**config.mk**
```make
export PLATFORM = sky130hd
export DESIGN_NAME = microcode_sequencer
export DESIGN_NICKNAME = d
export VERILOG_FILES = /design/src/rtl/microcode_pkg.sv /design/src/rtl/microcode_rom.sv /design/src/rtl/microcode_sequencer.sv
export SDC_FILE = /design/constraint.sdc
export NUM_CORES = 1
export LEC_CHECK = 0
export ABC_AREA = 1
export CAP_MARGIN = 20
export CORE_MARGIN = 1
export CORE_UTILIZATION = 25
export CTS_CLUSTER_DIAMETER = 120
export DETAILED_ROUTE_END_ITERATION = 16
export SYNTH_ARGS = -nofsm -noshare
export SYNTH_HDL_FRONTEND = slang
export SYNTH_SLANG_ARGS = --single-unit
```
**constraint.sdc**
```tcl
create_clock -name clk -period 1.6 [get_ports clk]
set_input_delay 0.24 -clock clk [delete_from_list [all_inputs] [get_ports clk]]
set_output_delay 0.24 -clock clk [all_outputs]
set_load 0.05 [all_outputs]
```
**src/rtl/microcode_pkg.sv**
```systemverilog
// Shared definitions for the microcode sequencer of the 8-bit bus computer.
// Contents: control-word width, control-bit indices (HLT_B = bit 15 down to FI_B = bit 0),
// opcode values, and a helper that turns a bit index into a one-hot control word.
package microcode_pkg;

  localparam int unsigned CTRL_W = 16;

  // Control-word bit positions
  localparam int unsigned HLT_B = 15;
  localparam int unsigned MI_B  = 14;
  localparam int unsigned RI_B  = 13;
  localparam int unsigned RO_B  = 12;
  localparam int unsigned IO_B  = 11;
  localparam int unsigned II_B  = 10;
  localparam int unsigned AI_B  = 9;
  localparam int unsigned AO_B  = 8;
  localparam int unsigned EO_B  = 7;
  localparam int unsigned SU_B  = 6;
  localparam int unsigned BI_B  = 5;
  localparam int unsigned OI_B  = 4;
  localparam int unsigned CE_B  = 3;
  localparam int unsigned CO_B  = 2;
  localparam int unsigned J_B   = 1;
  localparam int unsigned FI_B  = 0;

  // Opcodes
  localparam int unsigned OP_NOP = 0;
  localparam int unsigned OP_LDA = 1;
  localparam int unsigned OP_ADD = 2;
  localparam int unsigned OP_SUB = 3;
  localparam int unsigned OP_STA = 4;
  localparam int unsigned OP_LDI = 5;
  localparam int unsigned OP_JMP = 6;
  localparam int unsigned OP_JC  = 7;
  localparam int unsigned OP_JZ  = 8;
  localparam int unsigned OP_OUT = 14;
  localparam int unsigned OP_HLT = 15;

  function automatic logic [CTRL_W-1:0] cbit(input int unsigned b);
    return CTRL_W'(1) << b;
  endfunction

endpackage

```
**src/rtl/microcode_rom.sv**
```systemverilog
// Combinational microcode decoder: (opcode, step, carry flag, zero flag) -> control word.
// Ports:
//   opcode_i  OPCODE_WIDTH-bit opcode from the IR
//   step_i    current T-state
//   carry_i   registered carry flag
//   zero_i    registered zero flag
//   ctrl_o    16-bit control word (HLT = bit 15 ... FI = bit 0)
module microcode_rom
  import microcode_pkg::*;
#(
  parameter int unsigned OPCODE_WIDTH = 4,
  parameter int unsigned MAX_STEPS    = 5,
  parameter int unsigned STEP_W       = 3
) (
  input  logic [OPCODE_WIDTH-1:0] opcode_i,
  input  logic [STEP_W-1:0]       step_i,
  input  logic                    carry_i,
  input  logic                    zero_i,
  output logic [CTRL_W-1:0]       ctrl_o
);

  logic [31:0] op;
  logic [31:0] t;

  always_comb begin
    ctrl_o = '0;
    op     = 32'(opcode_i);
    t      = 32'(step_i);
    // Steps beyond the configured depth never issue anything
    if (t < MAX_STEPS) begin
      case (t)
        0: ctrl_o = cbit(CO_B) | cbit(MI_B);
        1: ctrl_o = cbit(RO_B) | cbit(II_B) | cbit(CE_B);
        2: begin
          case (op)
            OP_LDA, OP_ADD, OP_SUB, OP_STA: ctrl_o = cbit(IO_B) | cbit(MI_B);
            OP_LDI: ctrl_o = cbit(IO_B) | cbit(AI_B);
            OP_JMP: ctrl_o = cbit(IO_B) | cbit(J_B);
            OP_JC:  ctrl_o = carry_i ? (cbit(IO_B) | cbit(J_B)) : '0;
            OP_JZ:  ctrl_o = zero_i ? (cbit(IO_B) | cbit(J_B)) : '0;
            OP_OUT: ctrl_o = cbit(AO_B) | cbit(OI_B);
            OP_HLT: ctrl_o = cbit(HLT_B);
            default: ctrl_o = '0;
          endcase
        end
        3: begin
          case (op)
            OP_LDA:         ctrl_o = cbit(RO_B) | cbit(AI_B);
            OP_ADD, OP_SUB: ctrl_o = cbit(RO_B) | cbit(BI_B);
            OP_STA:         ctrl_o = cbit(AO_B) | cbit(RI_B);
            default:        ctrl_o = '0;
          endcase
        end
        4: begin
          case (op)
            OP_ADD:  ctrl_o = cbit(EO_B) | cbit(AI_B) | cbit(FI_B);
            OP_SUB:  ctrl_o = cbit(EO_B) | cbit(AI_B) | cbit(SU_B) | cbit(FI_B);
            default: ctrl_o = '0;
          endcase
        end
        default: ctrl_o = '0;
      endcase
    end
  end

endmodule

```
**src/rtl/microcode_sequencer.sv**
```systemverilog
// Control unit for the 8-bit bus computer: instruction register, T-step counter, flags
// register and halt latch around the microcode_rom decoder.
// Optional feature (macro MICROCODE_SEQUENCER_EARLY_END_EN): when defined, an all-zero control
// word at step >= 2 restarts the fetch on that step_en instead of idling to MAX_STEPS-1.
// Ports:
//   clk         system clock
//   rst_n       synchronous active-low reset
//   step_en     one-cycle advance strobe; state only moves while it is high
//   bus_in      shared bus value (loaded into IR on II)
//   carry_in    ALU carry (captured on FI)
//   zero_in     ALU zero (captured on FI)
//   ctrl        combinational control word (HLT = bit 15 ... FI = bit 0)
//   ir_bus_out  IR operand, zero-extended
//   step        current T-state
//   halted      halt latched
module microcode_sequencer
  import microcode_pkg::*;
#(
  parameter int unsigned DATA_WIDTH   = 8,
  parameter int unsigned OPCODE_WIDTH = 4,
  parameter int unsigned MAX_STEPS    = 5,
  localparam int unsigned STEP_W      = (MAX_STEPS > 1) ? $clog2(MAX_STEPS) : 1
) (
  input  logic                  clk,
  input  logic                  rst_n,
  input  logic                  step_en,
  input  logic [DATA_WIDTH-1:0] bus_in,
  input  logic                  carry_in,
  input  logic                  zero_in,
  output logic [CTRL_W-1:0]     ctrl,
  output logic [DATA_WIDTH-1:0] ir_bus_out,
  output logic [STEP_W-1:0]     step,
  output logic                  halted
);

  localparam int unsigned OPERAND_W = DATA_WIDTH - OPCODE_WIDTH;

  logic [DATA_WIDTH-1:0] ir_q, ir_d;
  logic [STEP_W-1:0]     step_q, step_d;
  logic [1:0]            flags_q, flags_d;  // {carry, zero}
  logic                  halted_q, halted_d;
  logic [CTRL_W-1:0]     rom_ctrl;

  microcode_rom #(
    .OPCODE_WIDTH (OPCODE_WIDTH),
    .MAX_STEPS    (MAX_STEPS),
    .STEP_W       (STEP_W)
  ) u_rom (
    .opcode_i (ir_q[DATA_WIDTH-1 -: OPCODE_WIDTH]),
    .step_i   (step_q),
    .carry_i  (flags_q[1]),
    .zero_i   (flags_q[0]),
    .ctrl_o   (rom_ctrl)
  );

  // Reset presents the T0 word immediately so the bus is never driven by stale microcode
  always_comb begin
    ctrl = rom_ctrl;
    if (!rst_n) begin
      ctrl = cbit(CO_B) | cbit(MI_B);
    end else if (halted_q) begin
      ctrl = cbit(HLT_B);
    end
  end

  always_comb begin
    ir_d     = ir_q;
    step_d   = step_q;
    flags_d  = flags_q;
    halted_d = halted_q;
    if (step_en && !halted_q) begin
      if (rom_ctrl[II_B]) ir_d = bus_in;
      if (rom_ctrl[FI_B]) flags_d = {carry_in, zero_in};
      if (rom_ctrl[HLT_B]) begin
        halted_d = 1'b1;
      end else begin
`ifdef MICROCODE_SEQUENCER_EARLY_END_EN
        if ((rom_ctrl == '0) && (32'(step_q) >= 2)) begin
          step_d = '0;
        end else if (step_q == STEP_W'(MAX_STEPS - 1)) begin
          step_d = '0;
        end else begin
          step_d = step_q + 1'b1;
        end
`else
        if (step_q == STEP_W'(MAX_STEPS - 1)) begin
          step_d = '0;
        end else begin
          step_d = step_q + 1'b1;
        end
`endif
      end
    end
  end

  always_ff @(posedge clk) begin
    if (!rst_n) begin
      ir_q     <= '0;
      step_q   <= '0;
      flags_q  <= '0;
      halted_q <= 1'b0;
    end else begin
      ir_q     <= ir_d;
      step_q   <= step_d;
      flags_q  <= flags_d;
      halted_q <= halted_d;
    end
  end

  assign ir_bus_out = {{OPCODE_WIDTH{1'b0}}, ir_q[OPERAND_W-1:0]};
  assign step       = step_q;
  assign halted     = halted_q;

endmodule
```
# Word level (Yosys, flattened, before mapping)
# Cells that the tools add are included.
totals:
  regBits: 14
  latch_bits: 0
  ramBits: 0
  rom_bits: 0
  in_bits: 13
  out_inout_bits: 28
  wordCells: 40
  mem_count: 0
op_classes:
  addsub: 1
  n_mul: 0
  div: 0
  magnitude_cmp: 1
  eq_ne: 14
  shift: 0
  muxes: 10
  bitwise: 1
  n_reduce_logical: 9
ops:
  columns: ["op", "count"]
  rows:
  - ["$pmux 16 s7", 1]
  - ["$pmux 16 s5", 1]
  - ["$mux 16", 3]
  - ["$pmux 14 s3", 1]
  - ["$mux 12", 2]
  - ["$pmux 10 s2", 1]
  - ["$eq 4x3->1 const B", 4]
  - ["$eq 4x4->1 const B", 3]
  - ["$eq 4x2->1 const B", 2]
  - ["$reduce_and 2->1", 4]
  - ["$eq 3x2->1 const B", 2]
  - ["$eq 4x1->1 const B", 1]
  - ["$reduce_or 4->1", 1]
  - ["$add 3x1->3 const B", 1]
  - ["$eq 3x1->1 const B", 1]
  - ["$eq 3x3->1 const B", 1]
  - ["$logic_not 3->1", 1]
  - ["$lt 3x3->1 const B", 1]
  - ["$mux 3", 1]
  - ["$reduce_or 2->1", 1]
  - ["$logic_and 1x1->1", 1]
  - ["$logic_not 1->1", 1]
  - ["$not 1->1", 1]

# Longest topological paths before layout
# Gate-level depths: netlist of the first run.
depth:
  depth_word: 7
  ltp_mapped: 9

# Modules after synthesis
# Synthesis of the first run repeated with hierarchy kept, for this count alone.
unflattened:
  hier_cells: 180
  area_unflattened_um2: 1072.3
modules_own_cells:
  columns: ["mod", "instances", "cells_each", "area_each_um2", "seq_area_each_um2"]
  rows:
  - ["microcode_sequencer", 1, 122, 804.5, 280.3]
  - ["microcode_rom", 1, 58, 267.8, 0.0]

# Worst setup path after synthesis of the first run
# OpenSTA, ideal clock, no wires.
synth_path:
  kind: "register to output"
  startpoint: "register step_q[1], in the netlist step[1]"
  endpoint: "output ctrl[6]"
  arrival_ns: 2.475
  required_time_ns: 1.360
  slack_ns: -1.115
  stages_incl_launch_ff: 7
  cell_sequence: "dfxtp_1 > ha_1 > ha_1 > nor2_1 > nand3_1 > nand3_1 > nor3_1"
synth_via:
  elab_chain_cells: 5
  elab_cells_between_ends: 10
synth_rtl:
  columns: ["element", "line_no", "source"]
  rows:
  - ["from (decl)", "microcode_sequencer.sv:39", "logic [STEP_W-1:0] step_q, step_d;"]
  - ["from (signal assigned)", "microcode_sequencer.sv:104", "step_q <= step_d;"]
  - ["$eq 3x3->1, or another cell as far along", "microcode_rom.sv:31", "case (t)"]
  - ["$pmux 16 s5", "microcode_rom.sv:31", null]
  - ["$mux 16 *", "microcode_rom.sv:30", "if (t < MAX_STEPS) begin"]
  - ["$mux 16 *", "microcode_sequencer.sv:61", "end else if (halted_q) begin"]
  - ["$mux 16 *", "microcode_sequencer.sv:59", "if (!rst_n) begin"]
  - ["to (decl)", "microcode_sequencer.sv:30", "output logic [CTRL_W-1:0] ctrl,"]
# Every way passes the cells marked *; elsewhere a longest branch is shown, timed or not.

# Worst setup path after layout of the first run
layout_path:
  startpoint: "register step_q[0], in the netlist step[0]"
  endpoint: "output ctrl[0]"
# Same word-level chain as after synthesis.

==> run summary, run 1 <==
PortBufs -> 36
RSZ-0062 raised after global routing -> yes
Worst-Skew Late Latency -> 0.24 ns
Remaining Overflow, GRT -> 0
# diodes -> 0
Final setup viols -> 15
final wirelength -> 2750 um
Compound-Gate Fraction of Synth Area -> 0.138
Synth Area in Adders -> 0.0613
initial antenna violation count -> 0
Max Cap Violations -> 0
CTS tree -> yes
placed cells -> 249
Setup WS pre-CTS -> -0.144 ns
fillcell total -> 364
IO Count -> 41
area grow syn2layout -> 98.8%
Met1 Wirelength -> 1300 um
Static Leak -> 0.847 nW
most common cell after layout, fill and taps aside -> buf_4
Core Region -> 3800 sq um
crit path kind -> reg2out
clock buffer depth -> 2
H-tree lvl count -> 1
CTS Sinks -> 14
commonest cells after routing, fill and taps aside -> 28 x buf_4, 21 x nand2_1, 18 x nor2_1
overall power -> 1.21 mW
fin cells -> 262
Largest delay share family, worst path -> simple AND/OR/NAND/NOR gates
Hold-fix buffers, CTS -> 0
overall die width -> 65.9 um
Total Routing Usage GR -> 0.140
Detailed Route Iter0 Violations -> 17
Peak Freq -> 541 MHz
vias -> 1152
pins over their slew limit -> 0
Min Hold Slack -> 0.508 ns
crit path buf inv count -> 2
worst min path class -> reg2reg
Layout Skew -> 0.00242 ns
cell breakdown of the critical path -> buf_6, ha_4, ha_4, nor2_2, nand3_2, nand3_4, nor2_4, buf_12
Die Y -> 65.9 um
area leader, netlist -> dfxtp_1
final worst slack -> -0.248 ns
Warnings, synthesis -> 0
clk root buf -> clkbuf_8
violated checks -> setup timing
slowest CP cell -> dfxtp_4
routed wire length per instance -> 10.5 um
register area share after synthesis -> 0.275
crit share post-route -> 1.15
min Tclk post-route -> 1.85 ns
mux cell area share after synthesis -> 0
drt via density -> 4.40
Setup TNS -> -2.24 ns
Synth area leaders -> dfxtp_1 27%, nor2_1 10%, nand2_1 9.9%
simple-gate area share of the yosys netlist -> 0.353
met2 routed WL -> 1310 um
CP arrival -> 1.61 ns
flops & latches, synth -> 14
CP max FO -> 5
Max VDD drop -> 0.000404 V
die area -> 4340 sq um
syn avg cell area -> 6.42 sq um
Syn Std Cell Area -> 1020 sq um
library cells used by synthesis -> 26
initial core utilization -> 0.269
top sig layer -> met4
vias in the first global route -> 1057
status -> finished, violations left
largest family of logic cells by synthesized area -> simple AND/OR/NAND/NOR gates
pwr/cell area -> 594 nW/um^2
Worst setup SP type -> flip-flop
DR pass1 iterations -> 4
largest net degree at the start of global routing -> 14
RePlAce Congestion -> 0.851
Largest stage delay, worst path -> 0.36 ns
antenna viol nets, final -> 0
endpoints failing hold -> 0
CP Capture Type -> output pin
clock transition at the registers of the reported paths -> 0.06 ns
crit-path most repeated cell -> ha_4
fin nets -> 233
row cnt -> 22
Synth Instances -> 159
Synth Area in XOR/XNOR -> 0
top cell type's share of synthesized area -> 0.275
layout cells sized above 1 -> 0.523
post-detail-place hpwl -> 2120 um
Residual DRC -> 0
met3 wire len -> 98 um
Worst Path Required -> 1.36 ns
TritonCTS buffer count -> 3
first-pass GRT wire length -> 4710 um
## logic make-up after synthesis
group | Yosys count
AOI/OAI and AO/OA | 26
adders and majority gates | 5
buffers and inverters | 34
DFF | 14
other | 1
and+or+nand+nor | 79
## Yosys cell counts
cell type,count
inv_1,19
nor2_4,2
nand4_1,3
dfxtp_1,14
o21ai_0,11
nand2_1,27
a21oi_1,7
clkbuf_1,1
o21ai_2,1
nand2_2,4
nor3b_1,1
nand3b_1,1
nor2_2,2
nor2_1,28
conb_1,1
a31oi_1,1
nand3_2,1
a21oi_2,1
buf_4,10
o21ai_1,4
ha_1,5
inv_2,3
buf_6,1
nor3_1,2
o21a_1,1
nand3_1,8
## layout make-up
| type | count | area [sq um] | share of cell area |
|---|---|---|---|
| repair buffers | 60 | 704 | 0.347 |
| flip-flops and latches | 14 | 300 | 0.148 |
| clock buffers | 4 | 55.1 | 0.0271 |
| multi-input cells | 114 | 825 | 0.406 |
| inverters | 22 | 85.1 | 0.0419 |
| well taps | 48 | 60.1 | 0.0296 |
## per-layer routing
metal / GRT usage / vias to the layer above
met2: 0.213 / 35
met4: 0.0652 / 0
met3: 0.0121 / 4
li1: - / 601
met1: 0.195 / 512
met5: 0 / -
## repair_timing
item / 4_1_cts / 5_1_grt
pin swaps: 10 / 5
setup buffers: 4 / 5
resized for setup: 16 / 25
setup endpoints to repair: 15 / 18
## flip-flops by register name, indices dropped and copies added (netlist names)
name     flops
ir_q         8
flags_q      2
step         3
halted       1
## stage by stage
stage / area (sq um) / utilization
after floorplan: 1190 / -
after global placement: 1770 / 0.466
after detailed placement: 1770 / 0.466
after CTS: 1900 / 0.501
after global routing: 2030 / 0.534
final: 2030 / 0.534
## worst paths after layout
check,startpoint,to,slack [ns],depth (start not counted)
min,halted,halted,0.51,1
max reg2reg,step[0],ir_q[7],0.14,8
max,step[0],ctrl[0],-0.25,8
min reg2reg,halted,halted,0.51,1
## worst reg2reg max path, delay by kind of cell (launching register included)
family | cells | cell delay (ns)
adder cells (fa/ha/maj) | 1 | 0.15
AND/OR/NAND/NOR | 2 | 0.22
flip-flops | 1 | 0.37
buffers and inverters | 3 | 0.38
AO/OA/AOI/OAI | 2 | 0.22
## power by group
part	internal (mW)	leakage (nW)	switching, mW
clock	0.218	0.0288	0.126
sequential	0.368	0.119	0.0252
combinational	0.192	0.700	0.277
Power figures use the tool's default switching activity.
==> inputs of run 2 (changes only) <==
Settings changed: SETUP_SLACK_MARGIN set to 0.1.
==> run 2 against run 1 <==
  * The run still ends with setup timing left
  * Total power rose by 0.68%
  * Via count grew 0.78%
  * Count of clock-buffer cells in the layout unchanged
  * Design area grew 0.80%
  * Register-to-register slack got worse by 0.02 ns
  * Combinational power is 1% higher
  * Sequential power barely moved
  * Hold slack about the same
  * Clock skew about the same
  * Maximum frequency is 2.5% higher
  * Global-route usage grew 0.32 points
==> run summary, run 2 (synthesis results as in run 1) <==
Setup TNS -> -2.19 ns (was -2.24 ns)
clock buffer depth -> 2 (unchanged)
Residual DRC -> 0 (unchanged)
Worst setup SP type -> flip-flop (unchanged)
H-tree lvl count -> 1 (unchanged)
Static Leak -> 0.869 nW (was 0.847 nW)
fin nets -> 233 (unchanged)
fin cells -> 262 (unchanged)
Peak Freq -> 555 MHz (was 541 MHz)
Final setup viols -> 16 (was 15)
Setup WS pre-CTS -> -0.128 ns (was -0.144 ns)
initial antenna violation count -> 0 (unchanged)
DR pass1 iterations -> 4 (unchanged)
PortBufs -> 36 (unchanged)
CTS tree -> yes (unchanged)
die area -> 4340 sq um (unchanged)
Layout Skew -> 0.00262 ns (was 0.00242 ns)
IO Count -> 41 (unchanged)
Worst-Skew Late Latency -> 0.24 ns (about the same)
drt via density -> 4.43 (was 4.40)
crit share post-route -> 1.13 (was 1.15)
area grow syn2layout -> 100% (was 98.8%)
Core Region -> 3800 sq um (unchanged)
Total Routing Usage GR -> 0.143 (was 0.140)
violated checks -> setup timing (unchanged)
pins over their slew limit -> 0 (unchanged)
row cnt -> 22 (unchanged)
fin area -> 2050 sq um (was 2030 sq um)
routed wire length per instance -> 10.5 um (about the same)
Min Hold Slack -> 0.508 ns (about the same)
first-pass GRT wire length -> 4800 um (was 4710 um)
Detailed Route Iter0 Violations -> 14 (was 17)
final wirelength -> 2760 um (was 2750 um)
CP Capture Type -> output pin (unchanged)
Remaining Overflow, GRT -> 0 (unchanged)
min Tclk post-route -> 1.80 ns (was 1.85 ns)
Worst Path Required -> 1.36 ns (about the same)
overall power -> 1.21 mW (about the same)
footprint of the multi-input gates -> 847 sq um (was 825 sq um)
Max Cap Violations -> 0 (unchanged)
area occupied by registers -> 300 sq um (unchanged)
TritonCTS buffer count -> 3 (unchanged)
initial core utilization -> 0.269 (unchanged)
DP Area -> 1770 sq um (about the same)
Reg with most FFs -> ir_q (unchanged)
CTS Sinks -> 14 (unchanged)
fillcell total -> 366 (was 364)
status -> finished, violations left (unchanged)
CP max FO -> 5 (unchanged)
clk root buf -> clkbuf_8 (unchanged)
antenna viol nets, final -> 0 (unchanged)
clock transition at the registers of the reported paths -> 0.06 ns (about the same)
# diodes -> 0 (unchanged)
final worst slack -> -0.202 ns (was -0.248 ns)
vias -> 1161 (was 1152)
worst min path class -> reg2reg (unchanged)
pwr/cell area -> 594 nW/um^2 (about the same)
Die Y -> 65.9 um (unchanged)
RSZ-0062 raised after global routing -> yes (unchanged)
Hold-fix buffers, CTS -> 0 (unchanged)
most common cell after layout, fill and taps aside -> buf_4 (unchanged)
overall die width -> 65.9 um (unchanged)
post-detail-place hpwl -> 2190 um (was 2120 um)
layout cells sized above 1 -> 0.547 (was 0.523)
RePlAce Congestion -> 0.821 (was 0.851)
Max VDD drop -> 0.000336 V (was 0.000404 V)
commonest cells after routing, fill and taps aside -> 29 x buf_4, 20 x nand2_1, 16 x nor2_1, 16 x buf_12, 14 x inv_1 (was 28 x buf_4, 21 x nand2_1, 18 x nor2_1)
endpoints failing hold -> 0 (unchanged)
CP arrival -> 1.56 ns (was 1.61 ns)
max FFs per register -> 8 (unchanged)
placed cells -> 247 (was 249)
largest net degree at the start of global routing -> 14 (unchanged)
vias in the first global route -> 1102 (was 1057)
final core utilization -> 0.539 (was 0.534)
crit path kind -> reg2out (unchanged)
run 2: cell types whose count changed in the layout (fill, tap and decap cells not counted), moves of 2 or more:
cell / change
inv_2: -3
o21ai_0: -3
nand2_4: +2
nor2_1: -2
nor2_2: +2
o21ai_2: +2
run 2: worst paths after layout:
| kind | startpoint | endpoint | slack [ns] | cells after the start |
|---|---|---|---|---|
| worst max-delay path | step[1] | ctrl[9] | -0.20 | 7 |
| worst min-delay path | ir_q[0] | ir_q[0] | 0.51 | 2 |
| worst max register to register | step[0] | ir_q[4] | 0.12 | 8 |
| worst min register to register | ir_q[0] | ir_q[0] | 0.51 | 2 |
run 2: final cells by class:
| type | count | share of cell area |
|---|---|---|
| Tap cell | 48 | 0.0294 |
| Clock buffer | 4 | 0.0269 |
| Timing Repair Buffer | 60 | 0.338 |
| Inverter | 22 | 0.0453 |
| Sequential cell | 14 | 0.147 |
| Multi-Input combinational cell | 114 | 0.414 |
run 2: power by group:
| group | internal (mW) | leakage [nW] | switching, mW | total [mW] |
|---|---|---|---|---|
| sequential | 0.368 | 0.119 | 0.0257 | 0.393 |
| combinational | 0.196 | 0.721 | 0.280 | 0.476 |
| clock | 0.218 | 0.0288 | 0.127 | 0.345 |
| total | 0.782 | 0.869 | 0.432 | 1.21 |
run 2: routing by layer:
layer,global-route usage,share of wire
met1,0.176,0.45
met2,0.242,0.51
met3,0.0190,0.033
met4,0.0652,0.012
met5,0,0
run 2: timing repair:
item / 4_1_cts / 5_1_grt
buffers inserted: 4 / 7
setup endpoints to repair: 16 / 23
resized for setup: 38 / 11
pin swaps: 7 / 8
run 2: worst max-delay path: stages (launching register included):
cell,delay [ns]
dfxtp_4,0.40
ha_4,0.14
ha_4,0.16
nor2_4,0.04
nand3_2,0.08
nand3_4,0.14
a31oi_4,0.21
buf_12,0.16
